## src/rtl/scaler_sequencer_if.sv

```systemverilog
// Command handshake bundle between the host/UI logic and scaler_sequencer.
// Ports: cmd_valid/cmd_ready handshake plus cmd_alg, cmd_zoom, cmd_clear payload.
interface scaler_sequencer_if;
    logic       cmd_valid;
    logic       cmd_ready;
    logic [2:0] cmd_alg;
    logic       cmd_zoom;
    logic       cmd_clear;

    // Host side: issues commands, watches ready.
    modport master (
        output cmd_valid,
        output cmd_alg,
        output cmd_zoom,
        output cmd_clear,
        input  cmd_ready
    );

    // Sequencer side: accepts commands.
    modport slave (
        input  cmd_valid,
        input  cmd_alg,
        input  cmd_zoom,
        input  cmd_clear,
        output cmd_ready
    );
endinterface

```

## src/rtl/scaler_sequencer.sv

```systemverilog
// Command-level controller for the image-scaling engine: optional frame-RAM
// clear, forced engine reset (FLUSH), selector settle, RUN with timeout.
// Ports: clk, reset (async, active-high); cmd (slave handshake bundle);
//   abort; eng_seletor/eng_sw/eng_decoding to the engine; eng_done and
//   eng_ram_* from the engine; ram_* frame-RAM write port; busy,
//   done_pulse, error, err_code, run_cycles status to the host.
module scaler_sequencer #(
    parameter int          ADDR_W         = 19,
    parameter int          FRAME_PIXELS   = 307200,
    parameter logic [7:0]  CLEAR_VALUE    = 8'h00,
    parameter int          SETTLE_CYCLES  = 2,
    parameter int          TIMEOUT_CYCLES = 1048576
) (
    input  logic              clk,
    input  logic              reset,
    scaler_sequencer_if.slave cmd,
    input  logic              abort,
    output logic [2:0]        eng_seletor,
    output logic              eng_sw,
    output logic              eng_decoding,
    input  logic              eng_done,
    input  logic [ADDR_W-1:0] eng_ram_wraddr,
    input  logic [7:0]        eng_ram_data,
    input  logic              eng_ram_wren,
    output logic [ADDR_W-1:0] ram_wraddr,
    output logic [7:0]        ram_data,
    output logic              ram_wren,
    output logic              busy,
    output logic              done_pulse,
    output logic              error,
    output logic [1:0]        err_code,
    output logic [31:0]       run_cycles
);

    localparam int SET_W = (SETTLE_CYCLES > 1) ? $clog2(SETTLE_CYCLES) : 1;

    localparam logic [ADDR_W-1:0] LAST_ADDR   = ADDR_W'(FRAME_PIXELS - 1);
    localparam logic [SET_W-1:0]  SETTLE_LAST = SET_W'(SETTLE_CYCLES - 1);
    localparam logic [31:0]       RUN_LIMIT   = 32'(TIMEOUT_CYCLES);

    localparam logic [1:0] ERR_NONE    = 2'd0;
    localparam logic [1:0] ERR_ILLEGAL = 2'd1;
    localparam logic [1:0] ERR_TIMEOUT = 2'd2;

    typedef enum logic [2:0] {
        S_IDLE,
        S_CLEAR,
        S_FLUSH,
        S_SETTLE,
        S_RUN,
        S_DONE,
        S_ERR
    } state_t;

    state_t state_q;
    state_t state_d;

    logic [ADDR_W-1:0] clr_cnt_q;
    logic [SET_W-1:0]  set_cnt_q;
    logic [31:0]       run_cnt_q;
    logic [2:0]        alg_q;
    logic              zoom_q;
    logic [2:0]        sel_q;
    logic              sw_q;
    logic              error_q;
    logic [1:0]        code_q;
    logic [31:0]       rc_q;
    logic              dp_q;

    logic accept;
    logic legal;
    logic is_busy;
    logic hold_sel;
    logic run_done;
    logic run_tmo;

    // Command acceptance and legality of the offered algorithm.
    assign accept = cmd.cmd_valid && cmd.cmd_ready;
    assign legal  = (cmd.cmd_alg != 3'd0) && (cmd.cmd_alg <= 3'd4);

    assign is_busy = (state_q == S_CLEAR)  || (state_q == S_FLUSH) ||
                     (state_q == S_SETTLE) || (state_q == S_RUN);

    // Next-state logic. Abort overrides every other exit of a busy state.
    always_comb begin
        state_d = state_q;
        unique case (state_q)
            S_IDLE, S_DONE, S_ERR: begin
                if (accept) begin
                    if (!legal)
                        state_d = S_ERR;
                    else if (cmd.cmd_clear)
                        state_d = S_CLEAR;
                    else
                        state_d = S_FLUSH;
                end
            end
            S_CLEAR: begin
                if (clr_cnt_q == LAST_ADDR)
                    state_d = S_FLUSH;
            end
            S_FLUSH: begin
                state_d = S_SETTLE;
            end
            S_SETTLE: begin
                if (set_cnt_q == SETTLE_LAST)
                    state_d = S_RUN;
            end
            S_RUN: begin
                // Completion beats timeout when both land together.
                if (eng_done)
                    state_d = S_DONE;
                else if (run_cnt_q == RUN_LIMIT)
                    state_d = S_ERR;
            end
            default: begin
                state_d = S_IDLE;
            end
        endcase
        if (is_busy && abort)
            state_d = S_IDLE;
    end

    assign run_done = (state_q == S_RUN) && (state_d == S_DONE);
    assign run_tmo  = (state_q == S_RUN) && (state_d == S_ERR);

    // Engine selector/zoom are live from SETTLE through DONE only; forcing
    // them to 0 in FLUSH makes the engine see a change even on repeats.
    assign hold_sel = (state_d == S_SETTLE) || (state_d == S_RUN) ||
                      (state_d == S_DONE);

    always_ff @(posedge clk or posedge reset) begin
        if (reset) begin
            state_q   <= S_IDLE;
            clr_cnt_q <= '0;
            set_cnt_q <= '0;
            run_cnt_q <= 32'd1;
            alg_q     <= 3'd0;
            zoom_q    <= 1'b0;
            sel_q     <= 3'd0;
            sw_q      <= 1'b0;
            error_q   <= 1'b0;
            code_q    <= ERR_NONE;
            rc_q      <= 32'd0;
            dp_q      <= 1'b0;
        end else begin
            state_q <= state_d;
            dp_q    <= run_done;

            if (state_q == S_CLEAR)
                clr_cnt_q <= clr_cnt_q + ADDR_W'(1);
            else
                clr_cnt_q <= '0;

            if (state_q == S_SETTLE)
                set_cnt_q <= set_cnt_q + SET_W'(1);
            else
                set_cnt_q <= '0;

            // Preloaded to 1 so the first RUN cycle counts as cycle 1.
            if (state_q == S_RUN)
                run_cnt_q <= run_cnt_q + 32'd1;
            else
                run_cnt_q <= 32'd1;

            if (hold_sel) begin
                sel_q <= alg_q;
                sw_q  <= zoom_q;
            end else begin
                sel_q <= 3'd0;
                sw_q  <= 1'b0;
            end

            if (accept) begin
                alg_q   <= cmd.cmd_alg;
                zoom_q  <= cmd.cmd_zoom;
                rc_q    <= 32'd0;
                error_q <= !legal;
                code_q  <= legal ? ERR_NONE : ERR_ILLEGAL;
            end

            if (run_done)
                rc_q <= run_cnt_q;

            if (run_tmo) begin
                rc_q    <= run_cnt_q;
                error_q <= 1'b1;
                code_q  <= ERR_TIMEOUT;
            end
        end
    end

    // Frame-RAM write port: clear writer in CLEAR, engine in RUN.
    always_comb begin
        ram_wren   = 1'b0;
        ram_wraddr = '0;
        ram_data   = 8'h00;
        if (state_q == S_CLEAR) begin
            ram_wren   = 1'b1;
            ram_wraddr = clr_cnt_q;
            ram_data   = CLEAR_VALUE;
        end else if (state_q == S_RUN) begin
            ram_wren   = eng_ram_wren;
            ram_wraddr = eng_ram_wraddr;
            ram_data   = eng_ram_data;
        end
    end

    assign cmd.cmd_ready = (state_q == S_IDLE) || (state_q == S_DONE) ||
                           (state_q == S_ERR);

    assign busy         = is_busy;
    assign eng_decoding = (state_q == S_RUN);
    assign eng_seletor  = sel_q;
    assign eng_sw       = sw_q;
    assign done_pulse   = dp_q;
    assign error        = error_q;
    assign err_code     = code_q;
    assign run_cycles   = rc_q;

endmodule

```

## src/flat_wrapper.sv

```systemverilog
// flat-port wrapper written by rule: the top's interface ports become plain ports
module scaler_sequencer_flat 
#(
    parameter int          ADDR_W         = 19,
    parameter int          FRAME_PIXELS   = 307200,
    parameter logic [7:0]  CLEAR_VALUE    = 8'h00,
    parameter int          SETTLE_CYCLES  = 2,
    parameter int          TIMEOUT_CYCLES = 1048576
)
  (clk, reset, abort, eng_seletor, eng_sw, eng_decoding, eng_done, eng_ram_wraddr, eng_ram_data, eng_ram_wren, ram_wraddr, ram_data, ram_wren, busy, done_pulse, error, err_code, run_cycles, cmd_cmd_valid, cmd_cmd_alg, cmd_cmd_zoom, cmd_cmd_clear, cmd_cmd_ready);
  scaler_sequencer_if cmd_i ();
  input  logic clk;
  input  logic reset;
  input  logic abort;
  output logic [2:0] eng_seletor;
  output logic eng_sw;
  output logic eng_decoding;
  input  logic eng_done;
  input  logic [ADDR_W-1:0] eng_ram_wraddr;
  input  logic [7:0] eng_ram_data;
  input  logic eng_ram_wren;
  output logic [ADDR_W-1:0] ram_wraddr;
  output logic [7:0] ram_data;
  output logic ram_wren;
  output logic busy;
  output logic done_pulse;
  output logic error;
  output logic [1:0] err_code;
  output logic [31:0] run_cycles;
  input wire logic [$bits(cmd_i.cmd_valid)-1:0] cmd_cmd_valid;
  input wire logic [$bits(cmd_i.cmd_alg)-1:0] cmd_cmd_alg;
  input wire logic [$bits(cmd_i.cmd_zoom)-1:0] cmd_cmd_zoom;
  input wire logic [$bits(cmd_i.cmd_clear)-1:0] cmd_cmd_clear;
  output wire logic [$bits(cmd_i.cmd_ready)-1:0] cmd_cmd_ready;
  assign cmd_i.cmd_valid = cmd_cmd_valid;
  assign cmd_i.cmd_alg = cmd_cmd_alg;
  assign cmd_i.cmd_zoom = cmd_cmd_zoom;
  assign cmd_i.cmd_clear = cmd_cmd_clear;
  assign cmd_cmd_ready = cmd_i.cmd_ready;
  scaler_sequencer #(.ADDR_W(ADDR_W), .FRAME_PIXELS(FRAME_PIXELS), .CLEAR_VALUE(CLEAR_VALUE), .SETTLE_CYCLES(SETTLE_CYCLES), .TIMEOUT_CYCLES(TIMEOUT_CYCLES)) u_core (.clk(clk), .reset(reset), .cmd(cmd_i), .abort(abort), .eng_seletor(eng_seletor), .eng_sw(eng_sw), .eng_decoding(eng_decoding), .eng_done(eng_done), .eng_ram_wraddr(eng_ram_wraddr), .eng_ram_data(eng_ram_data), .eng_ram_wren(eng_ram_wren), .ram_wraddr(ram_wraddr), .ram_data(ram_data), .ram_wren(ram_wren), .busy(busy), .done_pulse(done_pulse), .error(error), .err_code(err_code), .run_cycles(run_cycles));
endmodule
```

## config.mk

```make
export PLATFORM = sky130hd
export DESIGN_NAME = scaler_sequencer_flat
export DESIGN_NICKNAME = d
export VERILOG_FILES = /design/src/rtl/scaler_sequencer_if.sv /design/src/rtl/scaler_sequencer.sv /design/src/flat_wrapper.sv
export SDC_FILE = /design/constraint.sdc
export NUM_CORES = 1
export LEC_CHECK = 0
export CORE_ASPECT_RATIO = 0.7
export CORE_MARGIN = 1.5
export CORE_UTILIZATION = 50
export DETAILED_ROUTE_END_ITERATION = 16
export HOLD_SLACK_MARGIN = 0.08
export PLACE_DENSITY = 0.78
export SYNTH_ARGS = -nofsm -noshare
export SYNTH_HDL_FRONTEND = slang
export SYNTH_SLANG_ARGS = --single-unit
```

## constraint.sdc

```tcl
create_clock -name clk -period 3.7 [get_ports clk]
set_input_delay 0.74 -clock clk [delete_from_list [all_inputs] [get_ports clk]]
set_output_delay 0.74 -clock clk [all_outputs]
set_load 0.03 [all_outputs]
```

---- Word-level counts from Yosys, hierarchy flattened ----
Index checks and enable logic that the tools add are counted.
operators by class
  $lt $le $gt $ge ......................... 1
  equal/unequal tests ..................... 12
  divide/modulo/power cells ............... 0
  multiplexer cells ....................... 28
  multipliers ............................. 0
  shift operators ......................... 0
  reduce and logical (&&, ||, !) cells .... 18
  $add $sub $neg .......................... 3
  bitwise gates (word level) .............. 0
operators by type and width
  kind                                                                number
  32-bit two-way mux                                                  4
  19-bit two-way mux                                                  3
  32-bit by 1-bit adder with 32-bit output (second input constant)    1
  32-bit by 21-bit == test with 1-bit output (second input constant)  1
  3-bit two-way mux                                                   8
  19-bit by 1-bit adder with 19-bit output (second input constant)    1
  19-bit == test (second input constant)                              1
  3-bit == test (second input constant)                               6
  8-bit two-way mux                                                   2
  3-bit case mux with 5 select lines                                  1
  3-bit by 2-bit == test with 1-bit output (second input constant)    3
  1-bit logical OR                                                    7
  1-bit two-way mux                                                   7
  2-bit two-way mux                                                   3
  3-bit nonzero test                                                  2
  1-bit logical AND                                                   5
  3-bit by 1-bit == test with 1-bit output (second input constant)    1
  3-bit less-or-equal comparator (second input constant)              1
  3-bit logical NOT                                                   1
  3-bit OR reduction                                                  1
  2-bit nonzero test                                                  1
  1-bit adder (second input constant)                                 1
  1-bit logical NOT                                                   1
word-level totals
  memories ................................ 0
  ROM bits ................................ 0
  input port bits ......................... 38
  bits in writable memories ............... 0
  register bits ........................... 99
  bits in latches ......................... 0
  output and inout bits ................... 71

---- Depth between registers and ports, before layout ----
  depth in word-level cells ............... 11
  mapped depth ............................ 9
  mapped depth without buffers ............ 8

---- Worst setup path before layout ----
Ideal clock, no wire load.
  path kind ............................... reg-to-output
  from .................................... register u_core.state_q[1]
  to ...................................... output ram_wraddr[8]
  arrival time ............................ 1.868 ns
  slack ................................... 1.092 ns
  stages on the path, launching flop included .. 8
  required time ........................... 2.960 ns
  path buffers ............................ 2
  cells stage by stage .................... dfrtp_1 buf_2 nor2_1 nand2_1 inv_2 clkbuf_1 nand2_1 o21ai_0
on the way
  longest elaborated chain between the ends .. 3
  elaborated cells on any way between the ends .. 4
RTL lines
  item                    line                     source
  start, declared         scaler_sequencer.sv:55   state_t state_q;
  start signal, assigned  scaler_sequencer.sv:147  state_q <= state_d;
  3-bit == test           --
  net eng_decoding        flat_wrapper.sv:17       output logic eng_decoding;
  19-bit two-way mux      scaler_sequencer.sv:202  end else if (state_q == S_RUN) begin
  19-bit two-way mux      scaler_sequencer.sv:198  if (state_q == S_CLEAR) begin
  end, declared           flat_wrapper.sv:22       output logic [ADDR_W-1:0] ram_wraddr;
The timed path passes the listed nets, and every way through them passes these cells.

---- Worst setup path after layout ----
  from .................................... register u_core.state_q[0]
  to ...................................... output ram_wraddr[14]
on the way
  longest elaborated chain between the ends .. 3
  elaborated cells on any way between the ends .. 4
RTL lines
  item                  line
  3-bit == test         scaler_sequencer.sv:202
  19-bit two-way mux    scaler_sequencer.sv:202
  19-bit two-way mux *  scaler_sequencer.sv:198
Mark *: on every way between the ends. The rest lies on a longest branch, timed or not.

==> impl_metrics.tcl <==
set metrics [dict create \
    setup_tns_ns 0 \
    start_util_pct 51.6 \
    dp_cells 676 \
    yosysWarnings 0 \
    cp.arrival_ns 2.77 \
    grt_pass1_vias 3696 \
    hold_viol 0 \
    fin_crit_ns 3.51 \
    ys.flop_type "dfrtp_1" \
    cts_tree "yes" \
    gp_congestion 0.822 \
    peakVddDrop_mv 0.280 \
    dr_total_vias 3945 \
    antenna_found_initial 0 \
    cts_made_buffers 9 \
    track_usage_pct 23.9 \
    cts_num_sinks 99 \
    ys_seq_area_share_pct 52.8 \
    synth_cell_types 47 \
    synth_nets 504 \
    clk_pin_slew_worst_paths_ns 0.07 \
    antenna_cells 0 \
    die_y_um 84.1 \
    relSlewSlack_pct 33.3 \
    final_antenna_net_count 0 \
    post_cts_buffers 0 \
    synth.cell_area_um2 4700 \
    grt_max_degree 85 \
    syn2layout_area_growth_pct 31.1 \
    setup_violations 0 \
    powerDensity_nw_per_um2 524 \
    hold_path_class "flop to flop" \
    dieArea_um2 9990 \
    htreeDepth 3 \
    rsz0062_at_grt "false" \
    synth-seq-cells 99 \
    avgRoutedWirePerCell_um 16.5 \
    fin_cells 692 \
    mostFrequentLayoutCells "clkdlybuf4s50_1 (108), dfrtp_1 (98), a22o_1 (50)" \
    leakagePower_uw 0.00253 \
    dieWidth_um 119 \
    synthCells 463 \
    async_flop_share_pct 100 \
    tightest_slew_ns 1.00 \
    ctsResizeCount 0 \
    root_buffer "clkbuf_16" \
    hold_buffers 0 \
    critPathRequiredTime_ns 2.96 \
    path_class "flop to output port" \
    period_share_pct 94.8 \
    synth_edf_count 0 \
    syn_avg_cell_area_um2 10.1 \
    numPortBuffers 108 \
    maxCapViolations 0 \
    end_kind "output port" \
    fmax_ghz 0.285 \
    io_pins 109 \
    drive_above_1_share_pct 5.63 \
    avgViaCountPerCell 5.70 \
    drt_iter0_markers 316 \
    layout_commonest_cell "clkdlybuf4s50_1" \
    cp-start-kind "flop" \
    status "complete, no violations" \
    dp.final_hpwl_um 7970 \
    drc 0 \
    totalWireLength_um 11400 \
    firstDrtPassIters 7 \
    drv_slew 0 \
    fin_skew_ns 0.0109 \
    rows 29 \
    clock_path_buffers 2 \
    globalRouteOverflowTotal 0 \
    grt_first_pass_wirelength_um 18700 \
    fin_nets 604 \
    core_um2 9110 \
    path_max_fanout 34 \
    insertion_delay_ns 0.35 \
]
final timing paths:
path | from | end | slack [ns] | cells past startpoint
hold reg to reg | u_core.alg_q[0]$_DFFE_PP0N_ | u_core.alg_q[0]$_DFFE_PP0N_ | 0.47 | 2
setup / recovery | u_core.state_q[0]$_DFF_PP0_ | ram_wraddr[14] | 0.19 | 5
hold / removal | u_core.alg_q[0]$_DFFE_PP0N_ | u_core.alg_q[0]$_DFFE_PP0N_ | 0.47 | 2
min in group asynchronous | reset | u_core.err_code[0]$_DFFE_PP0P_ | 0.97 | 2
max in group asynchronous | reset | u_core.clr_cnt_q[15]$_DFF_PP0_ | 1.99 | 3
setup reg to reg | u_core.state_q[0]$_DFF_PP0_ | u_core.run_cycles[10]$_DFFE_PP0P_ | 0.60 | 8
per-stage QoR:
step                total power, µW  worst slack (ns)  area (µm²)  utilization (%)  hold slack [ns]
finish                         3230             0.194        6160             67.6            0.468
global route                   3370            0.0861        6160             67.6            0.487
CTS                            3240             0.223        6160             67.6            0.473
detailed placement             2340             0.502        5880             64.5            0.456
global placement               2320             0.600        5880             64.5            0.450
floorplan                      1970             0.371        4700                -            0.435
sequential cells by signal (all words and copies together), names as in the netlist:
signal,count
u_core.alg_q,3
u_core.clr_cnt_q,19
u_core.done_pulse,1
u_core.eng_seletor,3
u_core.eng_sw,1
u_core.err_code,2
u_core.error,1
u_core.run_cnt_q,32
u_core.run_cycles,32
u_core.set_cnt_q,1
u_core.state_q,3
u_core.zoom_q,1
power by group:
group	switching (µW)	internal (µW)	total, µW	leakage [µW]
sequential	94.5	1170	1260	0.00136
combinational	668	403	1070	0.00103
clock	429	467	895	0.000135
total	1190	2040	3230	0.00253
cell usage after synthesis (all sizes together), types with 2 or more instances:
cell / instances / area (µm²)
a21oi: 15 / 78.8
a22o: 50 / 438
a32oi: 2 / 17.5
and2: 14 / 87.6
and3: 8 / 50.1
and4: 6 / 55.1
buf: 7 / 37.5
clkbuf: 18 / 68.8
dfrtp: 98 / 2450
ha: 3 / 37.5
inv: 11 / 41.3
nand2: 43 / 161
nand3: 18 / 90.1
nand4: 13 / 81.3
nor2: 48 / 180
nor2b: 5 / 31.3
nor3: 5 / 25.0
nor4: 8 / 50.1
nor4b: 3 / 26.3
o21a: 2 / 15.0
o21ai: 19 / 95.1
or3: 12 / 75.1
xnor2: 14 / 123
xor2: 25 / 219
cell families (layout without fill, tap and decap cells):
family / Yosys count / in the layout / share of synthesized area [%]
XOR/XNOR: 39 / 39 / 7.27
buffers and inverters: 36 / 141 / 3.14
adder cells (fa/ha/maj): 3 / 3 / 0.799
flip-flops: 99 / 99 / 52.8
AND/OR/NAND/NOR: 188 / 188 / 20.4
multiplexers: 1 / 1 / 0.240
AO/OA/AOI/OAI: 97 / 97 / 15.4
metal layers:
layer  up-vias  GRT usage, %  share of wire, %
li1       1855             -                 -
met1      1926          34.8                48
met2       151          35.8                45
met3        13          5.74               6.3
met4         0          6.68               1.2
met5         -             0                 0
worst max-delay path: stages (launching register included):
cell             delay (ns)
dfrtp_1                0.55
nor2_1                 0.35
nand2_1                0.14
inv_2                  0.45
a22o_1                 0.25
clkdlybuf4s50_1        0.68
final cells by class:
class | instances | area, µm²
Clock buffer | 9 | 225
Sequential cell | 99 | 2480
Inverter | 11 | 43.8
Timing Repair Buffer | 114 | 1130
Clock inverter | 7 | 57.6
Tap cell | 124 | 155
Fill cell | 684 | 2950
Multi-Input combinational cell | 328 | 2070
(Power assumes the default switching activity.)
